==> src/rtl/pipe_ctrl_pkg.sv <==
// ---------------------------------------------------------------------------
// pipe_ctrl_pkg
// Shared definitions for the pipeline control / exception sequencer:
// control-op codes, exception causes, control-register addresses, FSM state
// encodings and the internal event classification used by pipe_ctrl.
// ---------------------------------------------------------------------------
package pipe_ctrl_pkg;

    // Control operations carried by the instruction in MEM.
    typedef enum logic [1:0] {
        CTRL_NOP  = 2'd0,
        CTRL_WRCR = 2'd1,
        CTRL_EXRT = 2'd2,
        CTRL_RSVD = 2'd3   // decoded as NOP
    } ctrl_op_e;

    // Exception causes: 0 means "no exception", 1..6 come from the ISA,
    // 7 is reserved for the external interrupt.
    localparam logic [2:0] EXP_NONE = 3'd0;
    localparam logic [2:0] EXP_IRQ  = 3'd7;

    // Control-register addresses reachable through WRCR.
    localparam logic [4:0] CREG_STATUS = 5'd0;
    localparam logic [4:0] CREG_VECTOR = 5'd3;
    localparam logic [4:0] CREG_EPC    = 5'd4;

    // Sequencer states.
    typedef enum logic {
        ST_RUN      = 1'b0,
        ST_WAIT_BUS = 1'b1
    } state_e;

    // Event seen at MEM, already resolved by priority.
    typedef enum logic [1:0] {
        EV_NONE = 2'd0,
        EV_EXP  = 2'd1,   // ISA exception or interrupt
        EV_EXRT = 2'd2,
        EV_WRCR = 2'd3
    } event_e;

endpackage

==> src/rtl/pipe_ctrl_regs.sv <==
// ---------------------------------------------------------------------------
// ctrl_regs
// Architectural control state owned by the exception sequencer.
//   clk, reset      : core clock, asynchronous active-high reset
//   take_exp        : exception/interrupt taken this cycle
//   take_exrt       : EXRT executed this cycle
//   take_wrcr       : WRCR executed this cycle
//   cause           : exception code to record on take_exp
//   mem_pc          : PC of the instruction in MEM
//   mem_br_flag     : MEM instruction is in a branch delay slot
//   dst_addr        : WRCR control-register address
//   wr_data         : WRCR write data
//   epc, exp_code   : saved exception PC and cause
//   int_en          : interrupt enable
//   vector          : exception vector
// ---------------------------------------------------------------------------
module ctrl_regs
    import pipe_ctrl_pkg::*;
#(
    parameter int                     WORD_ADDR_W = 30,
    parameter int                     EXP_W       = 3,
    parameter logic [WORD_ADDR_W-1:0] RST_VECTOR  = '0
) (
    input  logic                   clk,
    input  logic                   reset,
    input  logic                   take_exp,
    input  logic                   take_exrt,
    input  logic                   take_wrcr,
    input  logic [EXP_W-1:0]       cause,
    input  logic [WORD_ADDR_W-1:0] mem_pc,
    input  logic                   mem_br_flag,
    input  logic [4:0]             dst_addr,
    input  logic [31:0]            wr_data,
    output logic [WORD_ADDR_W-1:0] epc,
    output logic [EXP_W-1:0]       exp_code,
    output logic                   int_en,
    output logic [WORD_ADDR_W-1:0] vector
);

    logic prev_int_en;

    // NOTE: sequential state uses non-blocking assignments so every register
    // samples the pre-edge values, independent of statement order.
    always_ff @(posedge clk or posedge reset) begin
        if (reset) begin
            epc         <= '0;
            exp_code    <= '0;
            int_en      <= 1'b0;
            prev_int_en <= 1'b0;
            vector      <= RST_VECTOR;
        end else if (take_exp) begin
            // A delay-slot instruction restarts at its branch.
            epc         <= mem_br_flag ? mem_pc - WORD_ADDR_W'(1) : mem_pc;
            exp_code    <= cause;
            prev_int_en <= int_en;
            int_en      <= 1'b0;
        end else if (take_exrt) begin
            int_en <= prev_int_en;
        end else if (take_wrcr) begin
            case (dst_addr)
                CREG_STATUS: {prev_int_en, int_en} <= wr_data[1:0];
                CREG_VECTOR: vector <= WORD_ADDR_W'(wr_data[31:2]);
                CREG_EPC:    epc    <= WORD_ADDR_W'(wr_data[31:2]);
                default:     ;
            endcase
        end
    end

endmodule

==> src/rtl/pipe_ctrl.sv <==
// ---------------------------------------------------------------------------
// pipe_ctrl
// Pipeline control and exception sequencer for the 5-stage core.
//   clk, reset                  : core clock, asynchronous active-high reset
//   IFBusy, MemBusy             : bus wait from instruction / data side
//   LoadHazard                  : ID depends on a load currently in EX
//   Irq                         : external level interrupt (asynchronous)
//   MemPC/MemEn/MemBrFlag       : instruction in MEM, its valid and delay-slot flag
//   MemCtrlOp/MemDstAddr/MemOut : control op, WRCR address and data
//   MemExpCode                  : exception raised by the MEM instruction
//   *Stall / *Flush             : hold / clear the IF, ID, EX, MEM registers
//   NewPC                       : fetch redirect, valid while IFFlush=1
//   EPC, ExpCode, IntEn         : architectural exception state
// ---------------------------------------------------------------------------
module pipe_ctrl
    import pipe_ctrl_pkg::*;
#(
    parameter int                     WORD_ADDR_W = 30,
    parameter int                     EXP_W       = 3,
    parameter logic [WORD_ADDR_W-1:0] RST_VECTOR  = '0
) (
    input  logic                   clk,
    input  logic                   reset,
    input  logic                   IFBusy,
    input  logic                   MemBusy,
    input  logic                   LoadHazard,
    input  logic                   Irq,
    input  logic [WORD_ADDR_W-1:0] MemPC,
    input  logic                   MemEn,
    input  logic                   MemBrFlag,
    input  logic [1:0]             MemCtrlOp,
    input  logic [4:0]             MemDstAddr,
    input  logic [EXP_W-1:0]       MemExpCode,
    input  logic [31:0]            MemOut,
    output logic                   IFStall,
    output logic                   IDStall,
    output logic                   EXStall,
    output logic                   MemStall,
    output logic                   IFFlush,
    output logic                   IDFlush,
    output logic                   EXFlush,
    output logic                   MemFlush,
    output logic [WORD_ADDR_W-1:0] NewPC,
    output logic [WORD_ADDR_W-1:0] EPC,
    output logic [EXP_W-1:0]       ExpCode,
    output logic                   IntEn
);

    state_e                 state_q, state_d;
    logic                   irq_meta, irq_sync;
    logic                   irq_req;
    logic                   busy;
    event_e                 ev;
    logic [EXP_W-1:0]       ev_cause;
    logic                   take;
    logic [WORD_ADDR_W-1:0] vector;
    logic [3:0]             stall_v;   // {IF, ID, EX, MEM}
    logic [3:0]             flush_v;   // {IF, ID, EX, MEM}

    // Two-flop synchronizer for the asynchronous interrupt line.
    always_ff @(posedge clk or posedge reset) begin
        if (reset) begin
            irq_meta <= 1'b0;
            irq_sync <= 1'b0;
        end else begin
            irq_meta <= Irq;
            irq_sync <= irq_meta;
        end
    end

    assign irq_req = irq_sync & IntEn;
    assign busy    = IFBusy | MemBusy;

    // Resolve the MEM-stage event by priority.
    // NOTE: every always_comb output gets a default first so no path can
    // leave it unassigned and infer a latch.
    always_comb begin
        ev       = EV_NONE;
        ev_cause = MemExpCode;
        if (MemEn) begin
            if (MemExpCode != '0) begin
                ev = EV_EXP;
            end else if (irq_req) begin
                ev       = EV_EXP;
                ev_cause = EXP_W'(EXP_IRQ);
            end else if (MemCtrlOp == CTRL_EXRT) begin
                ev = EV_EXRT;
            end else if (MemCtrlOp == CTRL_WRCR) begin
                ev = EV_WRCR;
            end
        end
    end

    // A pending event is held off while the bus is busy; the stall keeps MEM
    // intact, so it is re-evaluated and taken on the first idle cycle.
    assign take = ~busy & (ev != EV_NONE);

    always_ff @(posedge clk or posedge reset) begin
        if (reset) state_q <= ST_RUN;
        else       state_q <= state_d;
    end

    always_comb begin
        state_d = state_q;
        case (state_q)
            ST_RUN:      if (busy && ev != EV_NONE) state_d = ST_WAIT_BUS;
            ST_WAIT_BUS: if (!busy)                 state_d = ST_RUN;
            default:                                state_d = ST_RUN;
        endcase
    end

    // Stall / flush / redirect.
    always_comb begin
        stall_v = 4'b0000;
        flush_v = 4'b0000;
        NewPC   = '0;
        if (reset) begin
            // Held quiet while reset is asserted.
        end else if (busy) begin
            stall_v = 4'b1111;
        end else if (take) begin
            case (ev)
                EV_EXP: begin
                    flush_v = 4'b1111;
                    NewPC   = vector;
                end
                EV_EXRT: begin
                    flush_v = 4'b1111;
                    NewPC   = EPC;
                end
                EV_WRCR: begin
                    // MEM completes the write; younger stages refetch.
                    flush_v = 4'b1110;
                    NewPC   = MemPC + WORD_ADDR_W'(1);
                end
                default: ;
            endcase
        end else if (LoadHazard) begin
            // Hold IF/ID, inject a bubble into EX.
            stall_v = 4'b1100;
            flush_v = 4'b0100;
        end
    end

    assign {IFStall, IDStall, EXStall, MemStall} = stall_v;
    assign {IFFlush, IDFlush, EXFlush, MemFlush} = flush_v;

    ctrl_regs #(
        .WORD_ADDR_W (WORD_ADDR_W),
        .EXP_W       (EXP_W),
        .RST_VECTOR  (RST_VECTOR)
    ) u_ctrl_regs (
        .clk         (clk),
        .reset       (reset),
        .take_exp    (take && ev == EV_EXP),
        .take_exrt   (take && ev == EV_EXRT),
        .take_wrcr   (take && ev == EV_WRCR),
        .cause       (ev_cause),
        .mem_pc      (MemPC),
        .mem_br_flag (MemBrFlag),
        .dst_addr    (MemDstAddr),
        .wr_data     (MemOut),
        .epc         (EPC),
        .exp_code    (ExpCode),
        .int_en      (IntEn),
        .vector      (vector)
    );

endmodule

==> config.mk <==
export PLATFORM = sky130hd
export DESIGN_NAME = pipe_ctrl
export DESIGN_NICKNAME = d
export VERILOG_FILES = /design/src/rtl/pipe_ctrl_pkg.sv /design/src/rtl/pipe_ctrl_regs.sv /design/src/rtl/pipe_ctrl.sv
export SDC_FILE = /design/constraint.sdc
export NUM_CORES = 1
export LEC_CHECK = 0
export BUFFER_PORTS_ARGS = -buffer_cell sky130_fd_sc_hd__buf_2
export CORE_MARGIN = 5
export CORE_UTILIZATION = 47
export CTS_CLUSTER_DIAMETER = 120
export DETAILED_ROUTE_END_ITERATION = 8
export PLACE_DENSITY = 0.79
export SLEW_MARGIN = 5
export SYNTH_ARGS = -nofsm -noshare
export SYNTH_HDL_FRONTEND = slang
export SYNTH_HIERARCHICAL = 1
export SYNTH_SLANG_ARGS = --single-unit
export TNS_END_PERCENT = 50
==> constraint.sdc <==
create_clock -name clk -period 3.2 [get_ports clk]
set_input_delay 0.48 -clock clk [delete_from_list [all_inputs] [get_ports clk]]
set_output_delay 0.48 -clock clk [all_outputs]
set_load 0.01 [all_outputs]
## Word-level counts from Yosys, hierarchy flattened

Index checks and enable logic that the tools add are counted.

- RAM bits: 0
- Word-level logic and storage cells: 73
- Bits in latches: 0
- Output and inout bits: 72
- Bits of input ports: 80
- ROM bits: 0
- Register bits after elaboration: 67
- Memories kept: 0

- Bitwise logic cells: 6
- Div/mod/pow operators: 0
- Equality and inequality tests: 8
- Add/subtract/negate cells: 2
- Reductions and logical operators: 16
- Muxes and demuxes: 34
- Magnitude comparators: 0
- Shift operators: 0
- Multipliers: 0

Operators with widths:

| operator | count |
|---|---|
| $mux 30 | 8 |
| $pmux 30 s3 | 1 |
| $add 30x1->30 const B | 1 |
| $sub 30x1->30 const B | 1 |
| $mux 4 | 7 |
| $mux 3 | 4 |
| $mux 2 | 5 |
| $reduce_bool 3->1 | 3 |
| $mux 1 | 8 |
| $pmux 4 s2 | 1 |
| $reduce_bool 2->1 | 4 |
| $eq 2x2->1 const B | 3 |
| $reduce_and 3->1 | 2 |
| $eq 5x2->1 const B | 1 |
| $eq 5x3->1 const B | 1 |
| $logic_not 5->1 | 1 |
| $eq 2x1->1 const B | 2 |
| $reduce_and 4->1 | 1 |
| $logic_and 1x1->1 | 3 |
| $not 1->1 | 3 |
| $and 1x1->1 | 2 |
| $ne 2x1->1 const B | 1 |
| $reduce_and 2->1 | 1 |
| $reduce_or 2->1 | 1 |
| $or 1x1->1 | 1 |

## Depth between registers and ports, before layout

- Word-level depth: 12
- Gate-level depth with buffers: 13
- Gate-level depth less buffers: 12

## Hierarchy

Netlist, hierarchy kept.

By module, submodules not included:

| module | instances | seq. area each (sq um) | area each (sq um) | cells an instance |
|---|---|---|---|---|
| ctrl_regs | 1 | 1,626.6 | 3,417.0 | 323 |
| pipe_ctrl | 1 | 50.0 | 1,396.3 | 204 |

## Least setup slack after synthesis

No wires, ideal clock.

- Path kind: in2reg
- Start: input port MemCtrlOp[1]
- End: register u_ctrl_regs.vector[0]
- Arrival: 3.437 ns
- Stages on the path: 12
- Required time: 3.075 ns
- Buffers on the path: 3
- Setup slack: -0.362 ns
- Library setup time: 0.125 ns
- Path through: inv_1 > ha_1 > nand4b_1 > inv_1 > ha_1 > clkbuf_1 > clkbuf_1 > and2_1 > nor4b_1 > nor3b_1 > clkbuf_1 > mux2_2

- Word-level cells in the longest chain between the ends: 11
- Elaborated cells on any way between the ends: 18
- Those cells by class: eq/ne (5); mux (5); bitwise (3); reduce/logical (5)

RTL lines:

| what | line | source |
|---|---|---|
| start: declaration | pipe_ctrl.sv:31 | `input logic [1:0] MemCtrlOp,` |
| $eq 2x1->1 | pipe_ctrl.sv:88 | `end else if (MemCtrlOp == CTRL_WRCR) begin` |
| $mux 2 | pipe_ctrl.sv:88 |  |
| $mux 2 (*) | pipe_ctrl.sv:86 | `end else if (MemCtrlOp == CTRL_EXRT) begin` |
| $mux 2 (*) | pipe_ctrl.sv:83 | `end else if (irq_req) begin` |
| $mux 2 (*) | pipe_ctrl.sv:81 | `if (MemExpCode != '0) begin` |
| $mux 2 (*) | pipe_ctrl.sv:80 | `if (MemEn) begin` |
| $reduce_bool 2->1 | - |  |
| $and 1x1->1 | pipe_ctrl.sv:96 | `assign take = ~busy & (ev != EV_NONE);` |
| $logic_and 1x1->1 (on tied branches) | pipe_ctrl.sv:155, pipe_ctrl.sv:156 |  |
| $not 1->1 (no line) | - |  |
| $reduce_and 4->1 (no line) (*) | - |  |
| end signal: assignment | pipe_ctrl_regs.sv:62 | `CREG_VECTOR: vector <= WORD_ADDR_W'(wr_data[31:2]);` |
| end: declaration | pipe_ctrl_regs.sv:37 | `output logic [WORD_ADDR_W-1:0] vector` |

Mark *: on every way between the ends. The rest lies on a longest branch, timed or not.
A chain may end at the register's enable or synchronous reset.

## Final worst setup path

- Start: input port MemExpCode[0]
- End: output port NewPC[21]

- Word-level cells in the longest chain between the ends: 8
- Elaborated cells on any way between the ends: 12
- Those cells by class: eq/ne (3); mux (6); bitwise (1); reduce/logical (2)

RTL lines:

| what | line | source |
|---|---|---|
| start: declaration | pipe_ctrl.sv:33 | `input logic [EXP_W-1:0] MemExpCode,` |
| $reduce_bool 3->1 (*) | pipe_ctrl.sv:81 |  |
| $mux 2 (*) | pipe_ctrl.sv:81 |  |
| $mux 2 (*) | pipe_ctrl.sv:80 |  |
| $eq 2x2->1 (tied with other cells) | pipe_ctrl.sv:122 | `case (ev)` |
| $pmux 30 s3 / $and 1x1->1 (equally long branches) | pipe_ctrl.sv:122, pipe_ctrl.sv:96 |  |
| $mux 30 (*) | pipe_ctrl.sv:121 | `end else if (take) begin` |
| $mux 30 (*) | pipe_ctrl.sv:119 | `end else if (busy) begin` |
| $mux 30 (*) | pipe_ctrl.sv:117 | `if (reset) begin` |
| end: declaration | pipe_ctrl.sv:43 | `output logic [WORD_ADDR_W-1:0] NewPC,` |

Marks and branches as above.

==> summary.txt <==
Status
  • Status: finished, final reports clean

Floorplan
  • Ports: between 150 and 200
  • DIE AREA: ~12000 um2
  • Die height: 111 um
  • Std-Cell Rows: 37
  • Core box area: just over 10000 um2
  • Initial Utilization: a little under half
  • DIE WIDTH: 111 um

Timing
  • Final cycle utilization of the critical path: about 95%
  • Fin. Hold Viols: 0
  • Max-slew violation count: 0
  • Final setup violation count: 0
  • Fin crit period: 3.04 ns
  • Max Clk Rate: ~330 MHz
  • Relative slew slack: between 40% and 50%
  • Clock skew: 0.00712 ns
  • RSZ-0062 raised after global routing: false
  • Hold_ws: between 0.03 and 0.04 ns
  • Actual slew at the worst max-slew pin: around 0.75 ns
  • Final worst slack: 0.160 ns

Power and ir drop
  • Tot Pwr: approximately 2.3 mW
  • Lkg Pwr: 2.72 nW
  • P_int: ~1.6 mW
  • Sw Share: 31.6%
  • Peak VDD IR: 228 uV
  • Switching power: roughly 0.74 mW
  • PD cells: 389 nW/um2
  • Gate power share: a little under a quarter
  • Clock group share of total power: 31.1%
  • Reg power frac: 45.1%

Critical path
  • CP Capture Type: output port
  • Critical Path Fanout Max: 20
  • WP data arrival: between 2 and 3 ns
  • Register-to-Register Path Depth: 13
  • Element type at the critical path start: input pin
  • Req. time, crit path: about 2.7 ns
  • Kind of critical path: in -> out

Placed design
  • Post-Place Worst Slack: -0.0228 ns
  • Cell Area, Placed: approximately 5800 um2
  • Detailed Place HPWL: approximately 12000 um
  • IO Port Bufs: around 150
  • GPL Wtd Cong: ~0.90

Final layout
  • Synth-to-Final Area Change: 24.3%
  • Diode count: 0
  • Design area: ~6000 um2
  • Multi-input gate area: 2930 um2
  • Fillers: ~900
  • Register area: between 1500 and 2000 um2
  • Fin nets: around 760
  • Share of cells above drive strength 1: a little over a third

Logic synthesis
  • Synth Warn #: 6
  • Syn Nets: between 600 and 700
  • Post-synthesis cell count: around 530
  • Synthesized cell area: about 4800 um2
  • Synth top area share: between 30% and 40%
  • Syn_area_per_cell: 9.13 um2
  • Main synth FF type: dfrtp_1
  • Register area share after synthesis: a little over a third
  • Leading area contributor after synthesis: dfrtp_1
  • Yosys cell types: 56
  • EDFF count, synth: 0
  • Synth async-reset ratio: 100%
  • Synth area leaders: dfrtp_1 35%, mux2_2 8.2%, a211oi_1 4.7%
  • Number of synthesized register bits: 67

Clock network
  • Hold_buf cts: 0
  • Reg clk slew, reported paths: 0.07 ns
  • CTS Buffer Depth: 2
  • CTS Sinks: 67
  • Total CTS buffers: 9
  • Worst skew pair latency: about 0.34 ns
  • TritonCTS clock tree: done
  • H-tree depth: 3
  • Clock root buffer: clkbuf_8

Drt
  • Wire per inst: between 15 and 20 um
  • Pre-antenna DRT Iters: 7
  • Initial DRC Count: around 500
  • Antenna-violating nets left: 0
  • Via density: roughly 6.3
  • # DRC: 0
  • Final WL: 16100 um
  • Via count: 5131

GRT
  • First-pass GRT wire length: between 20000 and 30000 um
  • Grt ovf: 0
  • Vias in the first global route: 5343
  • GRT Total Usage: roughly a quarter
  • Antenna violations before repair: 1
  • Largest net degree at the start of global routing: between 60 and 70

Run
  • Max cap viols: 0

Min path
  • Type of the tightest min-delay check: in -> async
-- Yosys cell counts, drive strengths merged, types with 14 or more instances --
cell type   n
nand3      17
inv        17
dfrtp      67
nand4      17
a31oi      20
mux2       35
clkbuf     35
xnor2      14
a211oi     30
a22oi      17
xor2       20
nor2       32
nand2      20
a21oi      14
and3       31
-- state kept, by name (all words and copies together), names as in the netlist --
register                 count
u_ctrl_regs/epc             30
u_ctrl_regs/vector          30
u_ctrl_regs/exp_code         3
irq_meta                     1
irq_sync                     1
u_ctrl_regs/int_en           1
u_ctrl_regs/prev_int_en      1
-- routing by layer --
| layer | vias to the layer above | track usage (%) | part of all wire, % |
|---|---|---|---|
| met5 | - | 0 | 0.043 |
| met4 | 2 | 9.57 | 2.1 |
| met3 | 45 | 6.17 | 9.3 |
| met2 | 310 | 42.9 | 47 |
| met1 | 2446 | 33.2 | 41 |
| li1 | 2328 | - | - |
-- placed cells by master (no fill, tap or decap), drive strengths merged, types with 2 or more instances in the layout --
master and count:
a211oi 30, a21oi 14, a222oi 13, a22oi 17, a31oi 20, and2 5, and3 31, buf 176
clkbuf 13, dfrtp 67, ha 7, inv 17, mux2 35, mux2i 2, nand2 20, nand2b 4
nand3 17, nand4 17, nor2 32, nor3 11, nor3b 4, nor4 11, nor4b 2, o21ai 10
o22ai 13, o31ai 10, o41ai 3, or2 3, or3 11, or3b 2, or4 13, or4b 2
xnor2 14, xor2 20
-- cell type report --
cell class | instances | share of cell area, %
multi-input cells | 400 | 49.0
flip-flops and latches | 67 | 28.0
clock inverters | 2 | 0.585
repair buffers | 176 | 15.8
well taps | 136 | 2.84
inverters | 17 | 1.07
clock buffers | 13 | 2.66
-- final timing paths --
kind	end	from	slack, ns
max in group asynchronous	u_ctrl_regs/vector[28]$_DFFE_PP0P_	reset	2.03
setup / recovery	NewPC[21]	MemExpCode[0]	0.16
hold / removal	irq_sync$_DFF_PP0_	reset	0.04
hold reg to reg	irq_sync$_DFF_PP0_	irq_meta$_DFF_PP0_	0.36
setup reg to reg	u_ctrl_regs/epc[6]$_DFFE_PP0P_	u_ctrl_regs/int_en$_DFFE_PP0P_	0.44
min in group clk	irq_meta$_DFF_PP0_	Irq	0.25
-- critical path: stages --
cell and delay (ns):
buf_2 0.11, nor3_2 0.24, nand2_1 0.11, o21a_1 0.22, inv_1 0.09, ha_1 0.24
nor3_4 0.07, nand2_1 0.12, buf_6 0.22, nor3b_1 0.08, nand3_1 0.08, or3b_1 0.36
buf_2 0.15
-- per-stage QoR --
stage                     setup TNS, ns  instances  utilization (%)
after CTS                             0        809             58.7
after detailed placement        -0.0845        794             56.8
after floorplan                       0        527                -
after global placement                0        794             56.8
final                                 0        811             59.0
after global routing                  0        811             59.0
-- cell families (layout without fill, tap and decap cells) --
| group | count (synthesis) | count (layout) | synth area share (%) |
|---|---|---|---|
| simple gates | 189 | 189 | 23.7 |
| flops | 67 | 67 | 34.8 |
| buf+inv | 60 | 208 | 5.25 |
| fa+ha+maj | 7 | 7 | 1.82 |
| xor+xnor | 34 | 34 | 6.19 |
| mux | 37 | 37 | 8.60 |
| compound gates | 133 | 133 | 19.6 |
-- power groups by stage --
| stage | Sequential (mW) | Combinational [mW] | Clock [mW] |
|---|---|---|---|
| final | 1.05 | 0.555 | 0.724 |
| after global routing | 1.07 | 0.609 | 0.769 |
| after CTS | 1.05 | 0.552 | 0.733 |
| after detailed placement | 1.06 | 0.547 | 0 |
| after global placement | 1.06 | 0.538 | 0 |
| after floorplan | 1.10 | 0.225 | 0 |
-- repair_timing --
action | 4_1_cts | 5_1_grt
resized for setup | 1 | 3
pin swaps | 0 | 1
setup buffers | 0 | 2
endpoints found under the hold margin | 0 | 0
endpoints found under the setup margin | 2 | 16
No activity file was read; power rests on OpenSTA's default activity.
